### src/rtl/ahb_bridge_pkg.sv
// Shared AHB encodings and sequencer state type for the AHB-to-AHB bridge.
package ahb_bridge_pkg;

    typedef enum logic [1:0] {
        HTRANS_IDLE   = 2'b00,
        HTRANS_BUSY   = 2'b01,
        HTRANS_NONSEQ = 2'b10,
        HTRANS_SEQ    = 2'b11
    } htrans_e;

    typedef enum logic [1:0] {
        HRESP_OKAY  = 2'b00,
        HRESP_ERROR = 2'b01,
        HRESP_RETRY = 2'b10,
        HRESP_SPLIT = 2'b11
    } hresp_e;

    typedef enum logic [2:0] {
        S_IDLE,
        S_REQ,
        S_ADDR,
        S_DATA,
        S_DONE,
        S_ERR1,
        S_ERR2
    } seq_state_e;

endpackage

### src/rtl/ahb_bridge_seq_if.sv
// Bus-A slave port and bus-B master port of the bridge sequencer.
// The slave modport is the bridge's view; master is the surrounding system.
interface ahb_bridge_seq_if #(
    parameter int unsigned AW = 32,
    parameter int unsigned DW = 32
);
    logic          HSEL_s;
    logic [1:0]    HTRANS_s;
    logic [AW-1:0] HADDR_s;
    logic          HWRITE_s;
    logic [2:0]    HSIZE_s;
    logic [DW-1:0] HWDATA_s;
    logic          HREADY_s;
    logic          HREADYOUT_s;
    logic [1:0]    HRESP_s;
    logic [DW-1:0] HRDATA_s;

    logic          HBUSREQ_m;
    logic          HGRANT_m;
    logic          HREADY_m;
    logic [1:0]    HRESP_m;
    logic [1:0]    HTRANS_m;
    logic [AW-1:0] HADDR_m;
    logic          HWRITE_m;
    logic [2:0]    HSIZE_m;
    logic [DW-1:0] HWDATA_m;
    logic [DW-1:0] HRDATA_m;

    modport slave (
        input  HSEL_s, HTRANS_s, HADDR_s, HWRITE_s, HSIZE_s, HWDATA_s, HREADY_s,
               HGRANT_m, HREADY_m, HRESP_m, HRDATA_m,
        output HREADYOUT_s, HRESP_s, HRDATA_s,
               HBUSREQ_m, HTRANS_m, HADDR_m, HWRITE_m, HSIZE_m, HWDATA_m
    );

    modport master (
        output HSEL_s, HTRANS_s, HADDR_s, HWRITE_s, HSIZE_s, HWDATA_s, HREADY_s,
               HGRANT_m, HREADY_m, HRESP_m, HRDATA_m,
        input  HREADYOUT_s, HRESP_s, HRDATA_s,
               HBUSREQ_m, HTRANS_m, HADDR_m, HWRITE_m, HSIZE_m, HWDATA_m
    );

endinterface

### src/rtl/ahb_grant_timer.sv
// Counts cycles spent waiting for bus-B grant; expires on the GNT_TO-th cycle.
module ahb_grant_timer #(
    parameter int unsigned GNT_TO = 255
) (
    input  logic HCLK,
    input  logic HRESETn,
    input  logic i_clear,
    input  logic i_en,
    output logic o_expire
);
    localparam int unsigned W = $clog2(GNT_TO + 1);
    localparam logic [W-1:0] LAST = W'(GNT_TO - 1);

    logic [W-1:0] r_cnt;

    assign o_expire = i_en && (r_cnt == LAST);

    // NOTE: state registers use non-blocking assignments so every flop samples pre-edge values.
    always_ff @(posedge HCLK or negedge HRESETn) begin
        if (!HRESETn) begin
            r_cnt <= '0;
        end else if (i_clear) begin
            r_cnt <= '0;
        end else if (i_en && !o_expire) begin
            r_cnt <= r_cnt + 1'b1;
        end
    end

endmodule

### src/rtl/ahb_bridge_seq.sv
// Bridge sequencer: stalls one bus-A transfer, replays it as bus-B master,
// then returns read data or a two-cycle ERROR to bus A.
module ahb_bridge_seq
    import ahb_bridge_pkg::*;
#(
    parameter int unsigned AW     = 32,
    parameter int unsigned DW     = 32,
    parameter int unsigned GNT_TO = 255
) (
    input  logic            HCLK,
    input  logic            HRESETn,
    ahb_bridge_seq_if.slave bus
);
    seq_state_e    r_state, w_state_nxt;
    logic [AW-1:0] r_addr;
    logic          r_write;
    logic [2:0]    r_size;
    logic [DW-1:0] r_wdata;
    logic [DW-1:0] r_rdata;
    logic          r_wcap;

    logic w_accept;
    logic w_take;
    logic w_expire;

    assign w_accept = bus.HSEL_s && bus.HREADY_s &&
                      (bus.HTRANS_s == HTRANS_NONSEQ || bus.HTRANS_s == HTRANS_SEQ);
    assign w_take   = w_accept && (r_state == S_IDLE || r_state == S_DONE);

    ahb_grant_timer #(.GNT_TO(GNT_TO)) u_timer (
        .HCLK     (HCLK),
        .HRESETn  (HRESETn),
        .i_clear  (r_state != S_REQ),
        .i_en     (r_state == S_REQ),
        .o_expire (w_expire)
    );

    always_ff @(posedge HCLK or negedge HRESETn) begin
        if (!HRESETn) r_state <= S_IDLE;
        else          r_state <= w_state_nxt;
    end

    always_ff @(posedge HCLK or negedge HRESETn) begin
        if (!HRESETn) begin
            r_addr  <= '0;
            r_write <= 1'b0;
            r_size  <= '0;
            r_wdata <= '0;
            r_rdata <= '0;
            r_wcap  <= 1'b0;
        end else begin
            if (w_take) begin
                r_addr  <= bus.HADDR_s;
                r_write <= bus.HWRITE_s;
                r_size  <= bus.HSIZE_s;
                r_wcap  <= 1'b1;
            end
            // Bus-A write data arrives in the cycle after accept; a replay keeps it.
            if (r_state == S_REQ && r_wcap) begin
                r_wdata <= bus.HWDATA_s;
                r_wcap  <= 1'b0;
            end
            if (r_state == S_DATA && bus.HREADY_m && bus.HRESP_m == HRESP_OKAY && !r_write) begin
                r_rdata <= bus.HRDATA_m;
            end
        end
    end

    // NOTE: every signal driven here gets a default first, so no path can infer a latch.
    always_comb begin
        w_state_nxt     = r_state;
        bus.HREADYOUT_s = 1'b1;
        bus.HRESP_s     = HRESP_OKAY;
        bus.HRDATA_s    = r_rdata;
        bus.HBUSREQ_m   = 1'b0;
        bus.HTRANS_m    = HTRANS_IDLE;
        bus.HADDR_m     = '0;
        bus.HWRITE_m    = 1'b0;
        bus.HSIZE_m     = '0;
        bus.HWDATA_m    = '0;

        unique case (r_state)
            S_IDLE, S_DONE: begin
                w_state_nxt = w_take ? S_REQ : S_IDLE;
            end
            S_REQ: begin
                bus.HREADYOUT_s = 1'b0;
                bus.HBUSREQ_m   = 1'b1;
                if (bus.HGRANT_m && bus.HREADY_m) w_state_nxt = S_ADDR;
                else if (w_expire)                 w_state_nxt = S_ERR1;
            end
            S_ADDR: begin
                bus.HREADYOUT_s = 1'b0;
                bus.HTRANS_m    = HTRANS_NONSEQ;
                bus.HADDR_m     = r_addr;
                bus.HWRITE_m    = r_write;
                bus.HSIZE_m     = r_size;
                if (bus.HREADY_m) w_state_nxt = S_DATA;
            end
            S_DATA: begin
                bus.HREADYOUT_s = 1'b0;
                bus.HWDATA_m    = r_wdata;
                if (bus.HREADY_m) begin
                    unique case (bus.HRESP_m)
                        HRESP_OKAY:  w_state_nxt = S_DONE;
                        HRESP_ERROR: w_state_nxt = S_ERR1;
                        default:     w_state_nxt = S_REQ;
                    endcase
                end
            end
            S_ERR1: begin
                bus.HREADYOUT_s = 1'b0;
                bus.HRESP_s     = HRESP_ERROR;
                w_state_nxt     = S_ERR2;
            end
            S_ERR2: begin
                bus.HRESP_s = HRESP_ERROR;
                w_state_nxt = S_IDLE;
            end
            default: w_state_nxt = S_IDLE;
        endcase
    end

endmodule
### src/flat_wrapper.sv
// flat-port wrapper written by rule: the top's interface ports become plain ports
module ahb_bridge_seq_flat import ahb_bridge_pkg::*;
#(
    parameter int unsigned AW     = 32,
    parameter int unsigned DW     = 32,
    parameter int unsigned GNT_TO = 255
)
  (HCLK, HRESETn, bus_HSEL_s, bus_HTRANS_s, bus_HADDR_s, bus_HWRITE_s, bus_HSIZE_s, bus_HWDATA_s, bus_HREADY_s, bus_HGRANT_m, bus_HREADY_m, bus_HRESP_m, bus_HRDATA_m, bus_HREADYOUT_s, bus_HRESP_s, bus_HRDATA_s, bus_HBUSREQ_m, bus_HTRANS_m, bus_HADDR_m, bus_HWRITE_m, bus_HSIZE_m, bus_HWDATA_m);
  ahb_bridge_seq_if #(.AW(AW), .DW(DW)) bus_i ();
  input  logic HCLK;
  input  logic HRESETn;
  input wire logic [$bits(bus_i.HSEL_s)-1:0] bus_HSEL_s;
  input wire logic [$bits(bus_i.HTRANS_s)-1:0] bus_HTRANS_s;
  input wire logic [$bits(bus_i.HADDR_s)-1:0] bus_HADDR_s;
  input wire logic [$bits(bus_i.HWRITE_s)-1:0] bus_HWRITE_s;
  input wire logic [$bits(bus_i.HSIZE_s)-1:0] bus_HSIZE_s;
  input wire logic [$bits(bus_i.HWDATA_s)-1:0] bus_HWDATA_s;
  input wire logic [$bits(bus_i.HREADY_s)-1:0] bus_HREADY_s;
  input wire logic [$bits(bus_i.HGRANT_m)-1:0] bus_HGRANT_m;
  input wire logic [$bits(bus_i.HREADY_m)-1:0] bus_HREADY_m;
  input wire logic [$bits(bus_i.HRESP_m)-1:0] bus_HRESP_m;
  input wire logic [$bits(bus_i.HRDATA_m)-1:0] bus_HRDATA_m;
  output wire logic [$bits(bus_i.HREADYOUT_s)-1:0] bus_HREADYOUT_s;
  output wire logic [$bits(bus_i.HRESP_s)-1:0] bus_HRESP_s;
  output wire logic [$bits(bus_i.HRDATA_s)-1:0] bus_HRDATA_s;
  output wire logic [$bits(bus_i.HBUSREQ_m)-1:0] bus_HBUSREQ_m;
  output wire logic [$bits(bus_i.HTRANS_m)-1:0] bus_HTRANS_m;
  output wire logic [$bits(bus_i.HADDR_m)-1:0] bus_HADDR_m;
  output wire logic [$bits(bus_i.HWRITE_m)-1:0] bus_HWRITE_m;
  output wire logic [$bits(bus_i.HSIZE_m)-1:0] bus_HSIZE_m;
  output wire logic [$bits(bus_i.HWDATA_m)-1:0] bus_HWDATA_m;
  assign bus_i.HSEL_s = bus_HSEL_s;
  assign bus_i.HTRANS_s = bus_HTRANS_s;
  assign bus_i.HADDR_s = bus_HADDR_s;
  assign bus_i.HWRITE_s = bus_HWRITE_s;
  assign bus_i.HSIZE_s = bus_HSIZE_s;
  assign bus_i.HWDATA_s = bus_HWDATA_s;
  assign bus_i.HREADY_s = bus_HREADY_s;
  assign bus_i.HGRANT_m = bus_HGRANT_m;
  assign bus_i.HREADY_m = bus_HREADY_m;
  assign bus_i.HRESP_m = bus_HRESP_m;
  assign bus_i.HRDATA_m = bus_HRDATA_m;
  assign bus_HREADYOUT_s = bus_i.HREADYOUT_s;
  assign bus_HRESP_s = bus_i.HRESP_s;
  assign bus_HRDATA_s = bus_i.HRDATA_s;
  assign bus_HBUSREQ_m = bus_i.HBUSREQ_m;
  assign bus_HTRANS_m = bus_i.HTRANS_m;
  assign bus_HADDR_m = bus_i.HADDR_m;
  assign bus_HWRITE_m = bus_i.HWRITE_m;
  assign bus_HSIZE_m = bus_i.HSIZE_m;
  assign bus_HWDATA_m = bus_i.HWDATA_m;
  ahb_bridge_seq #(.AW(AW), .DW(DW), .GNT_TO(GNT_TO)) u_core (.HCLK(HCLK), .HRESETn(HRESETn), .bus(bus_i));
endmodule
### config.mk
export PLATFORM = sky130hd
export DESIGN_NAME = ahb_bridge_seq_flat
export DESIGN_NICKNAME = d
export VERILOG_FILES = /design/src/rtl/ahb_bridge_pkg.sv /design/src/rtl/ahb_bridge_seq_if.sv /design/src/rtl/ahb_grant_timer.sv /design/src/rtl/ahb_bridge_seq.sv /design/src/flat_wrapper.sv
export SDC_FILE = /design/constraint.sdc
export NUM_CORES = 1
export LEC_CHECK = 0
export CAP_MARGIN = 15
export CORE_MARGIN = 2
export CORE_UTILIZATION = 25
export DETAILED_ROUTE_END_ITERATION = 10
export SKIP_LAST_GASP = 1
export SLEW_MARGIN = 20
export SYNTH_ARGS = -nofsm -noshare
export SYNTH_HDL_FRONTEND = slang
export SYNTH_HIERARCHICAL = 1
export SYNTH_SLANG_ARGS = --single-unit
### constraint.sdc
create_clock -name HCLK -period 1.86 [get_ports HCLK]
set_input_delay 0.279 -clock HCLK [delete_from_list [all_inputs] [get_ports HCLK]]
set_output_delay 0.279 -clock HCLK [all_outputs]
set_load 0.05 [all_outputs]
==> flow_metrics.env <==
export IMPL_timing_critical_path_arrival_ns=1.67
export IMPL_grt_util_overall_pct=14.4
export IMPL_finalWeightedCongestion=0.753
export IMPL_layout_cells_most_common_list="sky130_fd_sc_hd__clkdlybuf4s50_1 (127), sky130_fd_sc_hd__dfrtp_1 (112), sky130_fd_sc_hd__buf_12 (80), sky130_fd_sc_hd__mux2_2 (71), sky130_fd_sc_hd__and2_4 (37)"
export IMPL_maxCapViolations=0
export IMPL_startpoint_type="flop"
export IMPL_n_antenna_cell=0
export IMPL_max_slew_worst_pin_slew_ns=0.545
export IMPL_clockRootBuffer="sky130_fd_sc_hd__clkbuf_16"
export IMPL_synth_yosys_seq_area_share_pct=56.4
export IMPL_post_dp_hpwl_mm=10.5
export IMPL_clock_tree_buffer_depth=2
export IMPL_reg2reg_from="u_core/r_state[2]"
export IMPL_ant_nets=0
export IMPL_ys_types=42
export IMPL_synthesis_area_um2=4970
export IMPL_finalClockSkew_ns=0.0125
export IMPL_endpoints_failing_hold=0
export IMPL_setup_worst_path_class="reg2out"
export IMPL_detail_route_wirelength_mm=15.6
export IMPL_grt_max_degree=43
export IMPL_failed_checks="negative setup slack"
export IMPL_drc=0
export IMPL_dieWidth_um=145
export IMPL_finalWorstPathRequiredPeriod_ns=1.95
export IMPL_grt_remaining_overflow=0
export IMPL_dieArea_um2=21000
export IMPL_insertion_delay_ns=0.36
export IMPL_clock_tree_from_tritoncts="done"
export IMPL_via_count_of_the_first_global_routing_pass=4279
export IMPL_hold_path_class="in2async"
export IMPL_cts_reportedPaths_clkPinSlew_ns=0.08
export IMPL_slew_limit_headroom_pct=63.5
export IMPL_post_route_worst_setup_slack_ns=-0.0918
export IMPL_final_routed_wire_length_divided_by_cell_count_um=17.5
export IMPL_drt_iter0_drc=108
export IMPL_design_portCount=216
export IMPL_max_clock_freq_mhz=512
export IMPL_antenna_found_initial=0
export IMPL_power_density_nw_per_um2=1580
export IMPL_timing_critical_path_from="u_core/r_state[2]"
export IMPL_setup_worst_path_end_class="output pin"
export IMPL_drive_gt1_share_pct=48.4
export IMPL_port_buffers=212
export IMPL_cp_data_required_time_ns=1.58
export IMPL_filler_cell_count=1712
export IMPL_ir_worst_vdd_mv=0.814
export IMPL_yosys_warnings=6
export IMPL_finalNetCount=731
export IMPL_leakagePower_nw=4.11
export IMPL_whs_ns=0.406
export IMPL_ys_dominant_reg_cell="sky130_fd_sc_hd__dfrtp_1"
export IMPL_num_rows=51
export IMPL_cp_max_fo=7
export IMPL_routed_via_density=4.42
export IMPL_wire_length_of_the_first_global_routing_pass_mm=23.9
export IMPL_fp_coreArea_um2=19500
export IMPL_drt_pass1_iter_count=4
export IMPL_tritoncts_num_sinks=112
export IMPL_final_common_cell="sky130_fd_sc_hd__clkdlybuf4s50_1"
export IMPL_fin_util_pct=47.7
export IMPL_die_h_um=145
export IMPL_non_filler_cell_area_final_um2=9280
export IMPL_yosys_register_bits=112
export IMPL_asyncSetResetFlopFracSynth_pct=100
export IMPL_initial_core_util_pct=25.5
export IMPL_cts_made_buffers=9
export IMPL_min_period_over_period_pct=105
export IMPL_syn2layout_area_growth_pct=86.8
export IMPL_num_vias=3925
export IMPL_timing_final_max_slew_violations=0
export IMPL_htreeDepth=3
export IMPL_rsz0062_at_grt="yes"
export IMPL_edff_count_synth=0
export IMPL_setup_viol=99
export IMPL_synth_cells=377
export IMPL_avgSynthCellArea_um2=13.2
export IMPL_run_status="complete, but fails checks"
export IMPL_place_area_um2=8260
-- flip-flops by register name, indices dropped and copies added (netlist names) --
signal,flops
u_core/r_wdata,32
u_core/r_write,1
u_core/r_size,3
u_core/r_addr,32
u_core/u_timer/r_cnt,8
u_core/r_wcap,1
u_core/bus.HRDATA_s,32
u_core/r_state,3
-- worst paths after layout --
check	endpoint	slack [ns]	cells after the start
max reg2reg	u_core/r_wdata[7]	-0.07	6
max in group asynchronous	u_core/r_wdata[29]	0.85	3
max	bus_HBUSREQ_m	-0.09	5
min reg2reg	u_core/r_wdata[24]	0.49	1
min	u_core/r_addr[22]	0.41	2
min in group HCLK	u_core/r_wdata[24]	0.49	1
-- metal layers --
| layer | up-vias | part of all wire [%] | routed length [um] | track usage [%] |
|---|---|---|---|---|
| li1 | 1819 | - | - | - |
| met1 | 1956 | 40 | 6270 | 17.1 |
| met2 | 127 | 51 | 7990 | 24.5 |
| met3 | 23 | 6.0 | 931 | 4.25 |
| met4 | 0 | 2.4 | 376 | 5.64 |
| met5 | - | 0 | 0 | 0 |
-- stage by stage --
step	power [W]	setup slack (ns)	setup TNS, ns	cells
floorplan	0.00810	-0.000373	-0.00747	378
global placement	0.0112	0.0652	0	848
detailed placement	0.0114	0.0389	0	848
CTS	0.0142	-0.110	-6.58	880
global route	0.0153	-0.145	-9.67	889
finish	0.0146	-0.0918	-4.38	889
-- cell usage after synthesis, types with 3 or more instances --
library cell,number,area share [%]
sky130_fd_sc_hd__a21oi_1,9,0.91
sky130_fd_sc_hd__and2_1,38,4.8
sky130_fd_sc_hd__and3_1,36,4.5
sky130_fd_sc_hd__buf_2,7,0.71
sky130_fd_sc_hd__buf_4,3,0.45
sky130_fd_sc_hd__buf_6,4,0.91
sky130_fd_sc_hd__clkbuf_1,11,0.83
sky130_fd_sc_hd__dfrtp_1,112,56
sky130_fd_sc_hd__inv_1,3,0.23
sky130_fd_sc_hd__mux2_1,29,6.6
sky130_fd_sc_hd__mux2_2,71,16
sky130_fd_sc_hd__nand2_1,3,0.23
sky130_fd_sc_hd__nor2_1,9,0.68
sky130_fd_sc_hd__nor3_1,4,0.40
-- layout make-up --
cell class	count	area (um2)	share of cell area, %
timing repair buffer	255	3470	37.4
sequential	112	2800	30.2
multi-input combinational	237	2360	25.4
tap	265	332	3.57
clock buffer	9	225	2.43
clock inverter	7	71.3	0.769
inverter	4	22.5	0.243
-- critical path: stages (launching register included) --
cell                      delay, ns
sky130_fd_sc_hd__dfrtp_1       0.43
sky130_fd_sc_hd__buf_4         0.16
sky130_fd_sc_hd__or3b_4        0.40
sky130_fd_sc_hd__inv_8         0.08
sky130_fd_sc_hd__buf_8         0.11
sky130_fd_sc_hd__buf_12        0.13
-- power by group --
group	internal (W)	switching, W	leakage [nW]
combinational	0.00433	0.00429	2.57
sequential	0.00349	0.000576	1.39
clock	0.000948	0.000986	0.139
total	0.00877	0.00586	4.11
-- logic make-up after synthesis --
family	share of synthesized area [%]
AND/OR/NAND/NOR	13.3
multiplexers	23.3
AO/OA/AOI/OAI	2.95
adder cells (fa/ha/maj)	0.504
XOR/XNOR	0.176
other	0.0755
flip-flops	56.4
buffers and inverters	3.27
-- repair_timing --
| item | CTS | global route |
|---|---|---|
| gates resized for setup | 78 | 50 |
| pin swaps | 36 | 18 |
| endpoints found under the setup margin | 71 | 119 |
| buffers inserted | 10 | 4 |
| hold buffers | 1 | 0 |
| endpoints found under the hold margin | 28 | 0 |
| gates cloned | 5 | 5 |
(Power assumes the default switching activity.)
